**src/rtl/mc_ctrl_pkg.sv**
```systemverilog
// Shared encodings for the multi-cycle MIPS control unit: state codes,
// opcodes and datapath mux/ALU selector values.
package mc_ctrl_pkg;

  // State codes are visible on the debug display, so the values are fixed.
  typedef enum logic [3:0] {
    StInit    = 4'd0,
    StFetch   = 4'd1,
    StDecode  = 4'd2,
    StMemAddr = 4'd3,
    StMemRd   = 4'd4,
    StMemWb   = 4'd5,
    StMemWr   = 4'd6,
    StRExec   = 4'd7,
    StRWb     = 4'd8,
    StBranch  = 4'd9,
    StJump    = 4'd10,
    StIExec   = 4'd11,
    StIWb     = 4'd12,
    StTrap    = 4'd13
  } state_e;

  localparam logic [5:0] OP_RTYPE = 6'b000000;
  localparam logic [5:0] OP_LW    = 6'b100011;
  localparam logic [5:0] OP_SW    = 6'b101011;
  localparam logic [5:0] OP_BEQ   = 6'b000100;
  localparam logic [5:0] OP_J     = 6'b000010;
  localparam logic [5:0] OP_ADDI  = 6'b001000;
  localparam logic [5:0] OP_ORI   = 6'b001101;

  localparam logic [1:0] ALUOP_ADD   = 2'b00;
  localparam logic [1:0] ALUOP_SUB   = 2'b01;
  localparam logic [1:0] ALUOP_FUNCT = 2'b10;
  localparam logic [1:0] ALUOP_OR    = 2'b11;

  localparam logic [1:0] SRCB_RT     = 2'b00;
  localparam logic [1:0] SRCB_FOUR   = 2'b01;
  localparam logic [1:0] SRCB_IMM    = 2'b10;
  localparam logic [1:0] SRCB_IMMSH  = 2'b11;

  localparam logic [1:0] PCSRC_ALU    = 2'b00;
  localparam logic [1:0] PCSRC_ALUOUT = 2'b01;
  localparam logic [1:0] PCSRC_JUMP   = 2'b10;

endpackage

```
**src/rtl/mc_ctrl_outdec.sv**
```systemverilog
// Moore output decode: maps the current state to datapath controls.
// FETCH additionally gates IR/PC loads with mem_ready; I_EXEC picks the ALU
// class from op. Macro ILLEGAL_OP_TRAP_EN enables the TRAP state decode.
module mc_ctrl_outdec
  import mc_ctrl_pkg::*;
(
  input  state_e     state,
  input  logic [5:0] op,
  input  logic       mem_ready,
  output logic       PCWrite,
  output logic       PCWriteCond,
  output logic       IorD,
  output logic       MemRead,
  output logic       MemWrite,
  output logic       IRWrite,
  output logic       MemToReg,
  output logic       RegDst,
  output logic       RegWrite,
  output logic       ALUsrcA,
  output logic [1:0] ALUsrcB,
  output logic [1:0] ALUop,
  output logic [1:0] PCSource,
  output logic       illegal
);

  // Every control defaults low; each state raises only what it needs.
  always_comb begin
    PCWrite     = 1'b0;
    PCWriteCond = 1'b0;
    IorD        = 1'b0;
    MemRead     = 1'b0;
    MemWrite    = 1'b0;
    IRWrite     = 1'b0;
    MemToReg    = 1'b0;
    RegDst      = 1'b0;
    RegWrite    = 1'b0;
    ALUsrcA     = 1'b0;
    ALUsrcB     = SRCB_RT;
    ALUop       = ALUOP_ADD;
    PCSource    = PCSRC_ALU;
    illegal     = 1'b0;
    case (state)
      StFetch: begin
        MemRead = 1'b1;
        ALUsrcB = SRCB_FOUR;
        // Only commit PC+4 and the new instruction once memory delivers.
        IRWrite = mem_ready;
        PCWrite = mem_ready;
      end
      StDecode: ALUsrcB = SRCB_IMMSH;
      StMemAddr: begin
        ALUsrcA = 1'b1;
        ALUsrcB = SRCB_IMM;
      end
      StMemRd: begin
        MemRead = 1'b1;
        IorD    = 1'b1;
      end
      StMemWb: begin
        RegWrite = 1'b1;
        MemToReg = 1'b1;
      end
      StMemWr: begin
        MemWrite = 1'b1;
        IorD     = 1'b1;
      end
      StRExec: begin
        ALUsrcA = 1'b1;
        ALUop   = ALUOP_FUNCT;
      end
      StRWb: begin
        RegWrite = 1'b1;
        RegDst   = 1'b1;
      end
      StBranch: begin
        ALUsrcA     = 1'b1;
        ALUop       = ALUOP_SUB;
        PCWriteCond = 1'b1;
        PCSource    = PCSRC_ALUOUT;
      end
      StJump: begin
        PCWrite  = 1'b1;
        PCSource = PCSRC_JUMP;
      end
      StIExec: begin
        ALUsrcA = 1'b1;
        ALUsrcB = SRCB_IMM;
        ALUop   = (op == OP_ORI) ? ALUOP_OR : ALUOP_ADD;
      end
      StIWb: RegWrite = 1'b1;
`ifdef ILLEGAL_OP_TRAP_EN
      StTrap: illegal = 1'b1;
`endif
      default: ;
    endcase
  end

endmodule

```
**src/rtl/multicycle_ctrl.sv**
```systemverilog
// Multi-cycle MIPS control FSM (Moore). Sequences fetch/decode/execute/
// memory/writeback and waits on mem_ready. With ILLEGAL_OP_TRAP_EN defined,
// unknown opcodes lock the FSM in TRAP until reset; otherwise they act as NOPs.
module multicycle_ctrl
  import mc_ctrl_pkg::*;
#(
  parameter int OP_W    = 6,
  parameter int ALUOP_W = 2,
  parameter int STATE_W = 4
) (
  input  logic               clk,
  input  logic               rst_n,
  input  logic [OP_W-1:0]    op,
  input  logic               mem_ready,
  output logic               PCWrite,
  output logic               PCWriteCond,
  output logic               IorD,
  output logic               MemRead,
  output logic               MemWrite,
  output logic               IRWrite,
  output logic               MemToReg,
  output logic               RegDst,
  output logic               RegWrite,
  output logic               ALUsrcA,
  output logic [1:0]         ALUsrcB,
  output logic [ALUOP_W-1:0] ALUop,
  output logic [1:0]         PCSource,
  output logic [STATE_W-1:0] state_dbg,
  output logic               illegal
);

  state_e state_q, state_d;

  // State register; reset forces INIT at once, even mid-instruction.
  always_ff @(posedge clk or negedge rst_n) begin
    if (!rst_n) state_q <= StInit;
    else        state_q <= state_d;
  end

  // Next-state logic; op is held stable by the IR for the whole instruction.
  always_comb begin
    state_d = state_q;
    case (state_q)
      StInit:  state_d = StFetch;
      StFetch: if (mem_ready) state_d = StDecode;
      StDecode: begin
        case (op)
          OP_RTYPE:       state_d = StRExec;
          OP_LW, OP_SW:   state_d = StMemAddr;
          OP_BEQ:         state_d = StBranch;
          OP_J:           state_d = StJump;
          OP_ADDI, OP_ORI: state_d = StIExec;
`ifdef ILLEGAL_OP_TRAP_EN
          default:        state_d = StTrap;
`else
          default:        state_d = StFetch;
`endif
        endcase
      end
      StMemAddr: state_d = (op == OP_SW) ? StMemWr : StMemRd;
      StMemRd:   if (mem_ready) state_d = StMemWb;
      StMemWb:   state_d = StFetch;
      StMemWr:   if (mem_ready) state_d = StFetch;
      StRExec:   state_d = StRWb;
      StRWb:     state_d = StFetch;
      StBranch:  state_d = StFetch;
      StJump:    state_d = StFetch;
      StIExec:   state_d = StIWb;
      StIWb:     state_d = StFetch;
`ifdef ILLEGAL_OP_TRAP_EN
      StTrap:    state_d = StTrap;
`endif
      // Unused codes recover through INIT.
      default:   state_d = StInit;
    endcase
  end

  assign state_dbg = state_q;

  // Output decode of the current state.
  mc_ctrl_outdec u_outdec (
    .state       (state_q),
    .op          (op),
    .mem_ready   (mem_ready),
    .PCWrite     (PCWrite),
    .PCWriteCond (PCWriteCond),
    .IorD        (IorD),
    .MemRead     (MemRead),
    .MemWrite    (MemWrite),
    .IRWrite     (IRWrite),
    .MemToReg    (MemToReg),
    .RegDst      (RegDst),
    .RegWrite    (RegWrite),
    .ALUsrcA     (ALUsrcA),
    .ALUsrcB     (ALUsrcB),
    .ALUop       (ALUop),
    .PCSource    (PCSource),
    .illegal     (illegal)
  );

endmodule
```
**config.mk**
```make
export PLATFORM = sky130hd
export DESIGN_NAME = multicycle_ctrl
export DESIGN_NICKNAME = d
export VERILOG_FILES = /design/src/rtl/mc_ctrl_pkg.sv /design/src/rtl/mc_ctrl_outdec.sv /design/src/rtl/multicycle_ctrl.sv
export SDC_FILE = /design/constraint.sdc
export NUM_CORES = 1
export LEC_CHECK = 0
export BUFFER_PORTS_ARGS = -buffer_cell sky130_fd_sc_hd__clkbuf_2
export CORE_AREA = 3 3 40 42
export DETAILED_ROUTE_END_ITERATION = 8
export DIE_AREA = 0 0 43 45
export GPL_ROUTABILITY_DRIVEN = 1
export GPL_TIMING_DRIVEN = 1
export PLACE_DENSITY = 0.79
export SKIP_CTS_REPAIR_TIMING = 1
export SYNTH_ARGS = -nofsm -noshare
export SYNTH_HDL_FRONTEND = slang
export SYNTH_SLANG_ARGS = --single-unit
```
**constraint.sdc**
```tcl
create_clock -name clk -period 1.5 [get_ports clk]
set_input_delay 0.15 -clock clk [delete_from_list [all_inputs] [get_ports clk]]
set_output_delay 0.15 -clock clk [all_outputs]
set_load 0.02 [all_outputs]
```
## After elaboration in Yosys (flattened, before gate mapping)

Cells that the tools add are included.

| storage, ports and cells | value |
|---|---|
| bits of input ports | 9 |
| register bits | 4 |
| output and inout bits | 21 |
| word-level logic and storage cells | 53 |

| cells by class | value |
|---|---|
| mux-type cells | 20 |
| equality and inequality tests | 21 |
| reductions and logical operators | 11 |

Operators by type and width:

| cell | number |
|---|---|
| $pmux W4 S8 | 1 |
| $eq A4 B4 Y1 const B | 5 |
| $pmux W4 S5 | 1 |
| $eq A4 B3 Y1 const B | 4 |
| $eq A6 B4 Y1 const B | 2 |
| $eq A6 B6 Y1 const B | 2 |
| $mux W4 | 3 |
| $pmux W2 S3 | 2 |
| $reduce_or A2 Y1 | 5 |
| $mux W1 | 9 |
| $eq A4 B2 Y1 const B | 2 |
| $eq A6 B2 Y1 const B | 1 |
| $eq A6 B3 Y1 const B | 1 |
| $logic_not A6 Y1 | 1 |
| $ne A2 B2 Y1 const B | 3 |
| $reduce_or A6 Y1 | 1 |
| $eq A4 B1 Y1 const B | 1 |
| $logic_not A4 Y1 | 1 |
| $mux W2 | 2 |
| $pmux W2 S2 | 1 |
| $reduce_or A4 Y1 | 1 |
| $reduce_and A3 Y1 | 1 |
| $reduce_or A3 Y1 | 1 |
| $pmux W1 S2 | 1 |

## Depth between registers and ports, before layout

Gate-level depths: netlist of the first run.

| depth | value |
|---|---|
| depth in word-level cells | 4 |
| gate-level depth with buffers | 5 |
| gate-level depth less buffers | 4 |

## Hierarchy

A second synthesis of the first run with hierarchy kept.

| unflattened totals | value |
|---|---|
| cell total of the unflattened synthesis | 76 |
| area total of the unflattened synthesis | 610.6 um2 |

By module, submodules not included:

| module | area an instance (um2) | cells each | instances | sequential area each (um2) |
|---|---|---|---|---|
| multicycle_ctrl | 365.4 | 39 | 1 | 100.1 |
| mc_ctrl_outdec | 245.2 | 37 | 1 | 0.0 |

## Worst setup path before layout of the first run

OpenSTA, ideal clock, no wires.

| timing path | value |
|---|---|
| path type | reg2out |
| start point | reg state_q[2], in the netlist state_dbg[2] |
| end point | out PCWrite |
| cell stages (with the launch flop) | 4 |
| path slack | -0.349 ns |
| path buffers | 1 |
| arrival | 1.699 ns |
| required time | 1.350 ns |
| path through | dfrtp_1 > buf_2 > nor4_1 > or2_2 |

| between the ends | value |
|---|---|
| longest elaborated chain between the ends | 2 |
| elaborated cells between the ends (all ways) | 3 |
| classes of those cells | eq/ne (2); mux (1) |

Ends and longest elaborated chain:

| element | line | RTL |
|---|---|---|
| start: declaration | multicycle_ctrl.sv:32 | `state_e state_q, state_d;` |
| start signal: assignment | multicycle_ctrl.sv:36 | `if (!rst_n) state_q <= StInit;` |
| start signal: assignment | multicycle_ctrl.sv:37 | `else state_q <= state_d;` |
| $eq A4 B4 Y1 or $eq A4 B1 Y1 (tied branches) | mc_ctrl_outdec.sv:42 | `case (state)` |
| $pmux W1 S2 * | mc_ctrl_outdec.sv:42 |  |
| end: declaration | multicycle_ctrl.sv:15 | `output logic PCWrite,` |

Every way passes the cells marked *; elsewhere a longest branch is shown, timed or not.

## Final worst setup path of the first run

| timing path | value |
|---|---|
| start point | reg state_q[1], in the netlist state_dbg[1] |
| end point | out PCWrite |

The elaborated chain is that of the path after synthesis.

==> results of run 1 <==
[Yosys cell counts, types with 3 or more instances]
master | n | area [µm²]
buf_2 | 3 | 15.0
o31ai_1 | 4 | 30.0
nand2b_1 | 5 | 31.3
dfrtp_1 | 4 | 100
nor2_1 | 12 | 45.0
nor3_1 | 3 | 15.0
nand2_1 | 6 | 22.5
o21ai_0 | 3 | 15.0
a21oi_1 | 3 | 15.0
[cell usage in the layout, fill, tap and decap left out, drive strengths merged, types with 3 or more instances in the layout]
| master | instances |
|---|---|
| a21oi | 3 |
| buf | 25 |
| clkbuf | 21 |
| dfrtp | 4 |
| nand2 | 6 |
| nand2b | 5 |
| nor2 | 12 |
| nor3 | 3 |
| o21ai | 4 |
| o31ai | 4 |
[power by group through the flow]
stage                     combinational (W)  clock [W]  sequential (W)
after floorplan                    0.000622          0        0.000241
after global placement             0.000997          0        0.000194
after detailed placement            0.00102          0        0.000196
after CTS                           0.00102   0.000138        0.000195
after global routing                0.00155   0.000161        0.000220
final                               0.00145   0.000131        0.000214
[cell type report]
cell class                 count  area [µm²]  share of cell area (%)
clock buffer                   3        22.5                    2.44
inverter                       2        7.51                   0.814
multi-input combinational     61         469                    50.9
sequential                     4         104                    11.3
tap                           15        18.8                    2.04
timing repair buffer          44         300                    32.6
[stage by stage]
| stage | setup TNS [ns] | hold slack [ns] |
|---|---|---|
| 4_1_cts | -0.329 | -0.291 |
| 6_report | -0.0345 | 0.261 |
| 3_5_place_dp | 0 | -0.0400 |
| 5_1_grt | -0.352 | 0.265 |
| 3_3_place_gp | 0 | -0.0441 |
| 2_1_floorplan | -0.0856 | -0.146 |
[worst reg2reg max path, stage by stage, from the launching register on]
cell      delay [ns]
dfrtp_2         0.42
buf_4           0.16
o21ai_0         0.16
o31ai_1         0.09
a222oi_1        0.37
[layer usage]
metal	part of all wire [%]	up-vias	track usage, %
li1	-	346	-
met1	38	332	21.8
met2	52	40	26.6
met3	7.9	4	5.18
met4	1.5	0	4.82
met5	0	-	0
[cell families (layout without fill, tap and decap cells)]
kind of cell,Yosys count,count (layout)
DFF,4,4
and+or+nand+nor,38,38
muxes,1,1
xor gates and xnor gates,2,2
buffers and inverters,8,49
AOI/OAI and AO/OA,19,19
other,1,1
[final timing paths]
| check | startpoint | endpoint | slack (ns) | cells after the start |
|---|---|---|---|---|
| max reg2reg | state_dbg[1]$_DFFE_PN0P_ | state_dbg[0]$_DFFE_PN0P_ | 0.16 | 4 |
| max | state_dbg[1]$_DFFE_PN0P_ | PCWrite | -0.02 | 4 |
| min in group asynchronous | rst_n | state_dbg[2]$_DFFE_PN0P_ | 0.30 | 2 |
| min reg2reg | state_dbg[1]$_DFFE_PN0P_ | state_dbg[0]$_DFFE_PN0P_ | 0.66 | 2 |
| min | op[4] | state_dbg[3]$_DFFE_PN0P_ | 0.26 | 4 |
| max in group asynchronous | rst_n | state_dbg[1]$_DFFE_PN0P_ | 1.05 | 2 |
==> flow_metrics.env, run 1 <==
export IMPL_status="complete, but fails checks"
export IMPL_failed_checks="negative setup slack"
export IMPL_required_ns=1.35
export IMPL_p_int_w=0.000937
export IMPL_postSynthCellCount=73
export IMPL_seq_area_frac_synth_pct=19.3
export IMPL_switchingPower_w=0.000858
export IMPL_hold_viol=0
export IMPL_synth_simple_gate_area_share_pct=38.1
export IMPL_netlist_area_um2=519
export IMPL_cts_sinks=4
export IMPL_synth_warnings=0
export IMPL_clk_latency_ns=0.23
export IMPL_synth_avg_cell_area_um2=7.11
export IMPL_wl_um=1850
export IMPL_synthFlopType="dfrtp_1"
export IMPL_worst_path_buf_inv=1
export IMPL_synth_seq_cells=4
export IMPL_syn_to_final_growth_pct=77.6
export IMPL_cp_end_kind="output pin"
export IMPL_htree_levels=1
export IMPL_finalCritPeriodShare_pct=101
export IMPL_numCtsBuffers=3
export IMPL_async_flop_share_pct=100
export IMPL_synth_compound_area_share_pct=28.7
export IMPL_diodes=0
export IMPL_pre_cts_ws_ns=0.137
export IMPL_p_leak_nw=0.463
export IMPL_die_area_um2=1940
export IMPL_cpLargestDelayFamily="simple AND/OR/NAND/NOR gates"
export IMPL_initial_core_util_pct=40.4
export IMPL_p_comb_share_pct=80.8
export IMPL_crit_path_max_fanout=4
export IMPL_grt_pass1_vias=570
export IMPL_seqPwrFrac_pct=11.9
export IMPL_wire_per_inst_um=14.3
export IMPL_cts_tree="done"
export IMPL_layout_drive_gt1_share_pct=59.6
export IMPL_grt_max_degree=11
export IMPL_drt_iter0_drc=20
export IMPL_drv_cap=0
export IMPL_syn_num_nets=82
export IMPL_num_io_pins=30
export IMPL_grt_overflow=0
export IMPL_largest_reg_flops=4
export IMPL_track_usage_pct=16.7
export IMPL_crit_chain="nand2b_4 -> nor4_4 -> or2_4 -> buf_6"
export IMPL_drtPass1Iterations=4
export IMPL_worstHoldPathType="input port to flip-flop"
export IMPL_core_um2=1280
export IMPL_dp_cells=118
export IMPL_fin_util_pct=71.8
export IMPL_fillerInstances=102
export IMPL_synthAdderAreaFrac_pct=0
export IMPL_num_vias=722
export IMPL_setup_viol=2
export IMPL_ir_drop_mv=1.44
export IMPL_cp_data_arrival_time_ns=1.37
export IMPL_total_power_w=0.00179
export IMPL_synth_edff_count=0
export IMPL_period_needed_ns=1.52
export IMPL_vias_per_cell=5.60
export IMPL_nNetsFinal=125
export IMPL_synth_top_family_by_area="simple AND/OR/NAND/NOR gates"
export IMPL_fin_area_um2=922
export IMPL_layout_cells_non_filler=129
export IMPL_rows=13
export IMPL_drv_slew=0
export IMPL_synth_xor_area_share_pct=3.37
export IMPL_hpwl_um=1230
export IMPL_clock_path_buffers=2
export IMPL_max_stage_delay_ns=0.42
export IMPL_fp_dieW_um=43
export IMPL_antenna_found_initial=0
export IMPL_clkPwrFrac_pct=7.3
export IMPL_power_density_cell_area_nw_per_um2=1950
export IMPL_skew_ns=0.00263
export IMPL_path_class="flip-flop to output pin"
export IMPL_layout_setup_ws_ns=-0.0193
export IMPL_slowest_stage="dfrtp_2"
export IMPL_place_area_um2=716
export IMPL_die_height_um=45
export IMPL_max_freq_mhz=658
export IMPL_rsz0062_at_grt="yes"
export IMPL_cts_clk_slew_worst_paths_ns=0.04
export IMPL_start_kind="flip-flop"
export IMPL_p_sw_share_pct=47.8
export IMPL_grt_pass1_wl_um=2490
export IMPL_drc=0
export IMPL_ys_types=33
export IMPL_routabilityCongestion=0.802
export IMPL_root_buffer="clkbuf_4"
export IMPL_synth_mux_area_share_pct=1.93
export IMPL_port_buffers=28
export IMPL_drtAntennaViolNets=0
Note: power is estimated with default switching activity, not from simulation.
==> inputs of run 2 (changes only) <==
- ABC_AREA: not set -> 1
- PLACE_DENSITY: 0.79 -> 0.77
==> run 2 against run 1 <==
Net effect:
- the run still ends with negative setup slack left
- area after synthesis down 6.7%
- power shrank 14%
- fmax shrank 0.20%
- hold slack got worse by 0.11 ns
- critical path depth grew 1
- clock skew hardly changed
- sequential cell count unchanged
- die area stayed put
- clock power hardly changed
- utilization fell by 4.3 points
- global-route usage is 2.8 points lower
- critical endpoint is now ALUsrcA
- largest cell class unchanged
- highest routed layer unchanged
==> flow_metrics.env, run 2 <==
export IMPL_status="complete, but fails checks"
export IMPL_failed_checks="negative setup slack"
export IMPL_drv_slew=0
export IMPL_port_buffers=28
export IMPL_die_area_um2=1940
export IMPL_setup_viol=3
export IMPL_clk_latency_ns=0.23
export IMPL_root_buffer="clkbuf_4"
export IMPL_seq_area_frac_synth_pct=20.7
export IMPL_netlist_area_um2=484
export IMPL_synth_area_leader_cell="dfrtp_1"
export IMPL_max_stage_delay_ns=0.45
export IMPL_finalCritPeriodShare_pct=101
export IMPL_die_height_um=45
export IMPL_crit_path_max_fanout=5
export IMPL_layout_setup_ws_ns=-0.0223
export IMPL_num_vias=728
export IMPL_cts_sinks=4
export IMPL_drt_iter0_drc=26
export IMPL_rows=13
export IMPL_postSynthCellCount=90
export IMPL_syn_num_nets=99
export IMPL_clock_path_buffers=2
export IMPL_synth_area_leaders="dfrtp_1 (21%), nor2_1 (16%), nand2_1 (12%), inv_1 (12%), nand3_1 (8.3%)"
export IMPL_path_class="flip-flop to output pin"
export IMPL_wire_per_inst_um=12.8
export IMPL_synthFlopType="dfrtp_1"
export IMPL_antenna_found_initial=0
export IMPL_fp_dieW_um=43
export IMPL_numCtsBuffers=3
export IMPL_drtAntennaViolNets=0
export IMPL_ys_types=18
export IMPL_total_power_w=0.00154
export IMPL_grt_overflow=0
export IMPL_rsz0062_at_grt="yes"
export IMPL_htree_levels=1
export IMPL_cts_tree="done"
export IMPL_drc=0
export IMPL_wl_um=1850
export IMPL_num_io_pins=30
export IMPL_grt_pass1_vias=571
export IMPL_skew_ns=0.00265
export IMPL_syn_to_final_growth_pct=79.1
export IMPL_yosysMostFrequentCell="nor2_1"
export IMPL_mostFrequentLayoutCells="buf_4 (18), clkbuf_2 (15), nand2_1 (14), nor2_1 (12)"
export IMPL_power_density_cell_area_nw_per_um2=1770
export IMPL_diodes=0
export IMPL_layout_drive_gt1_share_pct=54.6
export IMPL_synth_avg_cell_area_um2=5.38
export IMPL_synth_warnings=0
export IMPL_required_ns=1.35
export IMPL_largest_reg_flops=4
export IMPL_period_needed_ns=1.52
export IMPL_slowest_stage="dfrtp_2"
export IMPL_cp_end_kind="output pin"
export IMPL_hpwl_um=1150
export IMPL_grt_max_degree=7
export IMPL_dp_cells=132
export IMPL_nNetsFinal=141
export IMPL_drv_cap=0
export IMPL_crit_chain="inv_1 -> nor2_4 -> o21ai_1 -> nand3_2 -> buf_6"
export IMPL_core_um2=1280
export IMPL_vias_per_cell=5.02
export IMPL_cp_data_arrival_time_ns=1.37
export IMPL_routabilityCongestion=0.873
export IMPL_ir_drop_mv=1.24
export IMPL_async_flop_share_pct=100
export IMPL_cts_clk_slew_worst_paths_ns=0.03
export IMPL_synth_seq_cells=4
export IMPL_initial_core_util_pct=37.7
export IMPL_track_usage_pct=13.9
export IMPL_hold_viol=0
export IMPL_grt_pass1_wl_um=2130
export IMPL_drtPass1Iterations=5
export IMPL_worstHoldPathType="input port to flip-flop"
export IMPL_start_kind="flip-flop"
export IMPL_yosysTopAreaCellShare_pct=20.7
export IMPL_synth_edff_count=0
export IMPL_synth_commonest_cells="nor2_1 (21), nand2_1 (16), inv_1 (15)"
export IMPL_layout_cells_non_filler=145
export IMPL_p_leak_nw=0.472
export IMPL_layout_commonest_cell="buf_4"
export IMPL_max_freq_mhz=657
run 2: cell families (layout without fill, tap and decap cells):
| group | after synthesis | count (layout) | synth area share (%) |
|---|---|---|---|
| other | 1 | 1 | 0.774 |
| AO/OA/AOI/OAI | 13 | 13 | 14.0 |
| AND/OR/NAND/NOR | 53 | 53 | 48.3 |
| flip-flops | 4 | 4 | 20.7 |
| buffers and inverters | 19 | 59 | 16.3 |
run 2: stage by stage:
step           TNS, ns  hold WS (ns)  utilization [%]  area, µm²  setup WS (ns)
2_1_floorplan        0        -0.146                -        487         0.0253
3_3_place_gp         0       -0.0430             49.7        638          0.140
3_5_place_dp         0       -0.0416             49.7        638         0.0898
4_1_cts         -0.568        -0.292             51.4        661         -0.173
5_1_grt         -0.713         0.149             67.5        867        -0.0768
6_report       -0.0421         0.147             67.5        867        -0.0223
run 2: final timing paths:
path,end,cells after the start,slack [ns],from
max,ALUsrcA,5,-0.02,state_dbg[2]$_DFFE_PN0P_
min,state_dbg[0]$_DFFE_PN0P_,2,0.15,mem_ready
max reg2reg,state_dbg[2]$_DFFE_PN0P_,9,0.08,state_dbg[3]$_DFFE_PN0P_
min reg2reg,state_dbg[2]$_DFFE_PN0P_,2,0.72,state_dbg[2]$_DFFE_PN0P_
max in group asynchronous,state_dbg[2]$_DFFE_PN0P_,2,1.11,rst_n
min in group asynchronous,state_dbg[1]$_DFFE_PN0P_,2,0.26,rst_n
run 2: where the power goes:
part	switching [W]	leakage, nW	internal (W)
Clock	0.0000400	0.0138	0.0000892
Sequential	0.0000739	0.0475	0.000152
Combinational	0.000733	0.411	0.000448
run 2: worst max-delay path, delay by kind of cell (launching register included):
kind            cells  cell delay (ns)
buf+inv             2             0.28
flops               1             0.45
simple gates        2             0.17
compound gates      1             0.24
run 2: per-layer routing:
metal	track usage, %	wire, µm
met1	18.3	767
met2	23.1	976
met3	1.20	66
met4	6.63	44
met5	0	0
run 2: cell type report:
class	instances	area (µm²)
clock buffer	3	22.5
multi-input combinational	67	383
inverter	17	68.8
timing repair buffer	39	270
sequential	4	104
tap	15	18.8
fill	99	418
==> inputs of run 3 (changes only) <==
- CORE_AREA: 3 3 40 42 -> not set
- CORE_MARGIN: not set -> 3
- CORE_UTILIZATION: not set -> 43
- DIE_AREA: 0 0 43 45 -> not set
- PLACE_DENSITY: 0.77 -> 0.84
- SYNTH_HIERARCHICAL: not set -> 1
==> run 3 against run 2 <==
Net effect:
- the flow now finishes without violations
- routed wire length down 15%
- die area down 5.9%
- synthesized cell count up 22%
- clock-buffer cell count unchanged
- area after synthesis up 19%
- hold slack worse by 0.015 ns
- via count up 6.6%
- utilization up 0.67 points
- clock power up 4%
==> flow_metrics.env, run 3 <==
export IMPL_grt_max_degree=13
export IMPL_worst_r2r_setup_slack_ns=0.10
export IMPL_drtPass1Iterations=4
export IMPL_grt_pass1_wl_um=2430
export IMPL_mostFrequentLayoutCells="nand2_1 (36), clkbuf_2 (27), nor2_1 (17), inv_1 (15), nand3_1 (7)"
export IMPL_max_freq_mhz=692
export IMPL_crit_path_max_fanout=7
export IMPL_status="finished clean"
export IMPL_vias_per_cell=4.85
export IMPL_p_leak_nw=0.539
export IMPL_initial_core_util_pct=48.7
export IMPL_dp_cells=150
export IMPL_worstHoldPathType="input port to flip-flop"
export IMPL_num_vias=776
export IMPL_core_um2=1190
export IMPL_seq_area_frac_synth_pct=17.3
export IMPL_synth_warnings=6
export IMPL_max_stage_delay_ns=0.45
export IMPL_ir_drop_mv=0.682
export IMPL_async_flop_share_pct=100
export IMPL_power_density_cell_area_nw_per_um2=1670
export IMPL_crit_cells=4
export IMPL_wire_per_inst_um=9.88
export IMPL_critPathLaunch="state_dbg[3]$_DFFE_PN0P_"
export IMPL_wl_um=1580
export IMPL_slowest_stage="dfrtp_2"
export IMPL_synth_area_leaders="nand2_1 (23%), dfrtp_1 (17%), nor2_1 (11%), inv_1 (9.7%), nand3_1 (6.1%)"
export IMPL_layout_cells_non_filler=160
export IMPL_cts_tree="done"
export IMPL_hold_viol=0
export IMPL_synth_edff_count=0
export IMPL_drt_iter0_drc=22
export IMPL_drtAntennaViolNets=0
export IMPL_drv_cap=0
export IMPL_rr_endpoint="state_dbg[1]$_DFFE_PN0P_"
export IMPL_synth_commonest_cells="nand2_1 (36), nor2_1 (17), inv_1 (15)"
export IMPL_crit_path_end="MemWrite"
export IMPL_grt_pass1_vias=628
export IMPL_yosysMostFrequentCell="nand2_1"
export IMPL_synthFlopType="dfrtp_1"
export IMPL_clk_latency_ns=0.24
export IMPL_pre_cts_ws_ns=0.142
export IMPL_cpLargestDelayFamily="flip-flops"
export IMPL_layout_setup_ws_ns=0.0558
export IMPL_hold_ws_ns=0.132
export IMPL_cp_end_kind="output pin"
export IMPL_skew_ns=0.00534
export IMPL_netlist_area_um2=578
export IMPL_port_buffers=28
export IMPL_cts_clk_slew_worst_paths_ns=0.04
export IMPL_numCtsBuffers=3
export IMPL_synth_seq_cells=4
export IMPL_track_usage_pct=16.7
export IMPL_worst_path_buf_inv=2
export IMPL_synth_area_leader_cell="nand2_1"
export IMPL_antenna_found_initial=0
export IMPL_period_needed_ns=1.44
export IMPL_num_io_pins=30
export IMPL_htree_levels=1
export IMPL_fp_dieW_um=42.7
export IMPL_die_height_um=42.7
export IMPL_root_buffer="clkbuf_4"
export IMPL_rows=12
export IMPL_syn_num_nets=119
export IMPL_largest_reg_flops=4
export IMPL_setup_viol=0
export IMPL_diodes=0
export IMPL_yosysTopAreaCellShare_pct=23.4
export IMPL_syn_to_final_growth_pct=39.8
export IMPL_cp_data_arrival_time_ns=1.29
export IMPL_fillerInstances=119
export IMPL_drv_slew=0
export IMPL_synth_avg_cell_area_um2=5.26
export IMPL_reg2regPathDepth=6
export IMPL_path_class="flip-flop to output pin"
export IMPL_layout_commonest_cell="nand2_1"
export IMPL_clock_path_buffers=2
export IMPL_ys_types=24
export IMPL_postSynthCellCount=110
export IMPL_hpwl_um=1230
export IMPL_required_ns=1.35
export IMPL_finalCritPeriodShare_pct=96.3
export IMPL_cts_sinks=4
export IMPL_crit_chain="nor2_4 -> inv_2 -> nor3_1 -> clkbuf_2"
export IMPL_grt_overflow=0
export IMPL_routabilityCongestion=0.859
export IMPL_layout_drive_gt1_share_pct=36.3
export IMPL_start_kind="flip-flop"
export IMPL_die_area_um2=1820
export IMPL_drc=0
export IMPL_nNetsFinal=157
export IMPL_r2r_start="state_dbg[2]$_DFFE_PN0P_"
## run 3: cells by family after synthesis
group / Yosys count / synth area share [%]
other: 1 / 0.649
AND/OR/NAND/NOR: 69 / 51.3
AO/OA/AOI/OAI: 12 / 13.0
buffers and inverters: 23 / 16.2
flip-flops: 4 / 17.3
XOR/XNOR: 1 / 1.52
## run 3: layout make-up
cell class              instances  area, µm²  area share (%)
repair buffers                 35        195            24.1
inverters                      21       78.8            9.75
multi-input cells              83        389            48.1
clock buffers                   3       22.5            2.79
flip-flops and latches          4        105            13.0
well taps                      14       17.5            2.17
## run 3: layer usage
| metal | GRT usage, % | routed length, µm | up-vias | part of all wire [%] |
|---|---|---|---|---|
| li1 | - | - | 408 | - |
| met1 | 21.0 | 678 | 336 | 43 |
| met2 | 29.0 | 768 | 30 | 49 |
| met3 | 1.69 | 112 | 2 | 7.1 |
| met4 | 5.59 | 21 | 0 | 1.3 |
| met5 | 0 | 0 | - | 0 |
## run 3: worst min-delay path by stage
stage | startpoint | to | cells after the start
after floorplan | rst_n | state_dbg[0]$_DFFE_PN0P_ | 0
after global placement | rst_n | state_dbg[1]$_DFFE_PN0P_ | 1
after detailed placement | rst_n | state_dbg[3]$_DFFE_PN0P_ | 1
after CTS | rst_n | state_dbg[0]$_DFFE_PN0P_ | 1
after global routing | mem_ready | state_dbg[0]$_DFFE_PN0P_ | 2
final | mem_ready | state_dbg[0]$_DFFE_PN0P_ | 2
## run 3: metrics by stage
step           setup TNS (ns)  util [%]  power [W]  cell area, µm²
5_1_grt               -0.0413      68.1    0.00147             808
3_3_place_gp                0      60.8    0.00110             721
3_5_place_dp                0      60.8    0.00112             721
4_1_cts                -0.267      62.7    0.00126             743
6_report                    0      68.1    0.00135             808
2_1_floorplan               0         -   0.000868             578
## run 3: power by group
group / switching (W) / internal, W / leakage [nW]
Clock: 0.0000446 / 0.0000895 / 0.0138
Sequential: 0.0000802 / 0.000156 / 0.0462
Combinational: 0.000639 / 0.000344 / 0.479
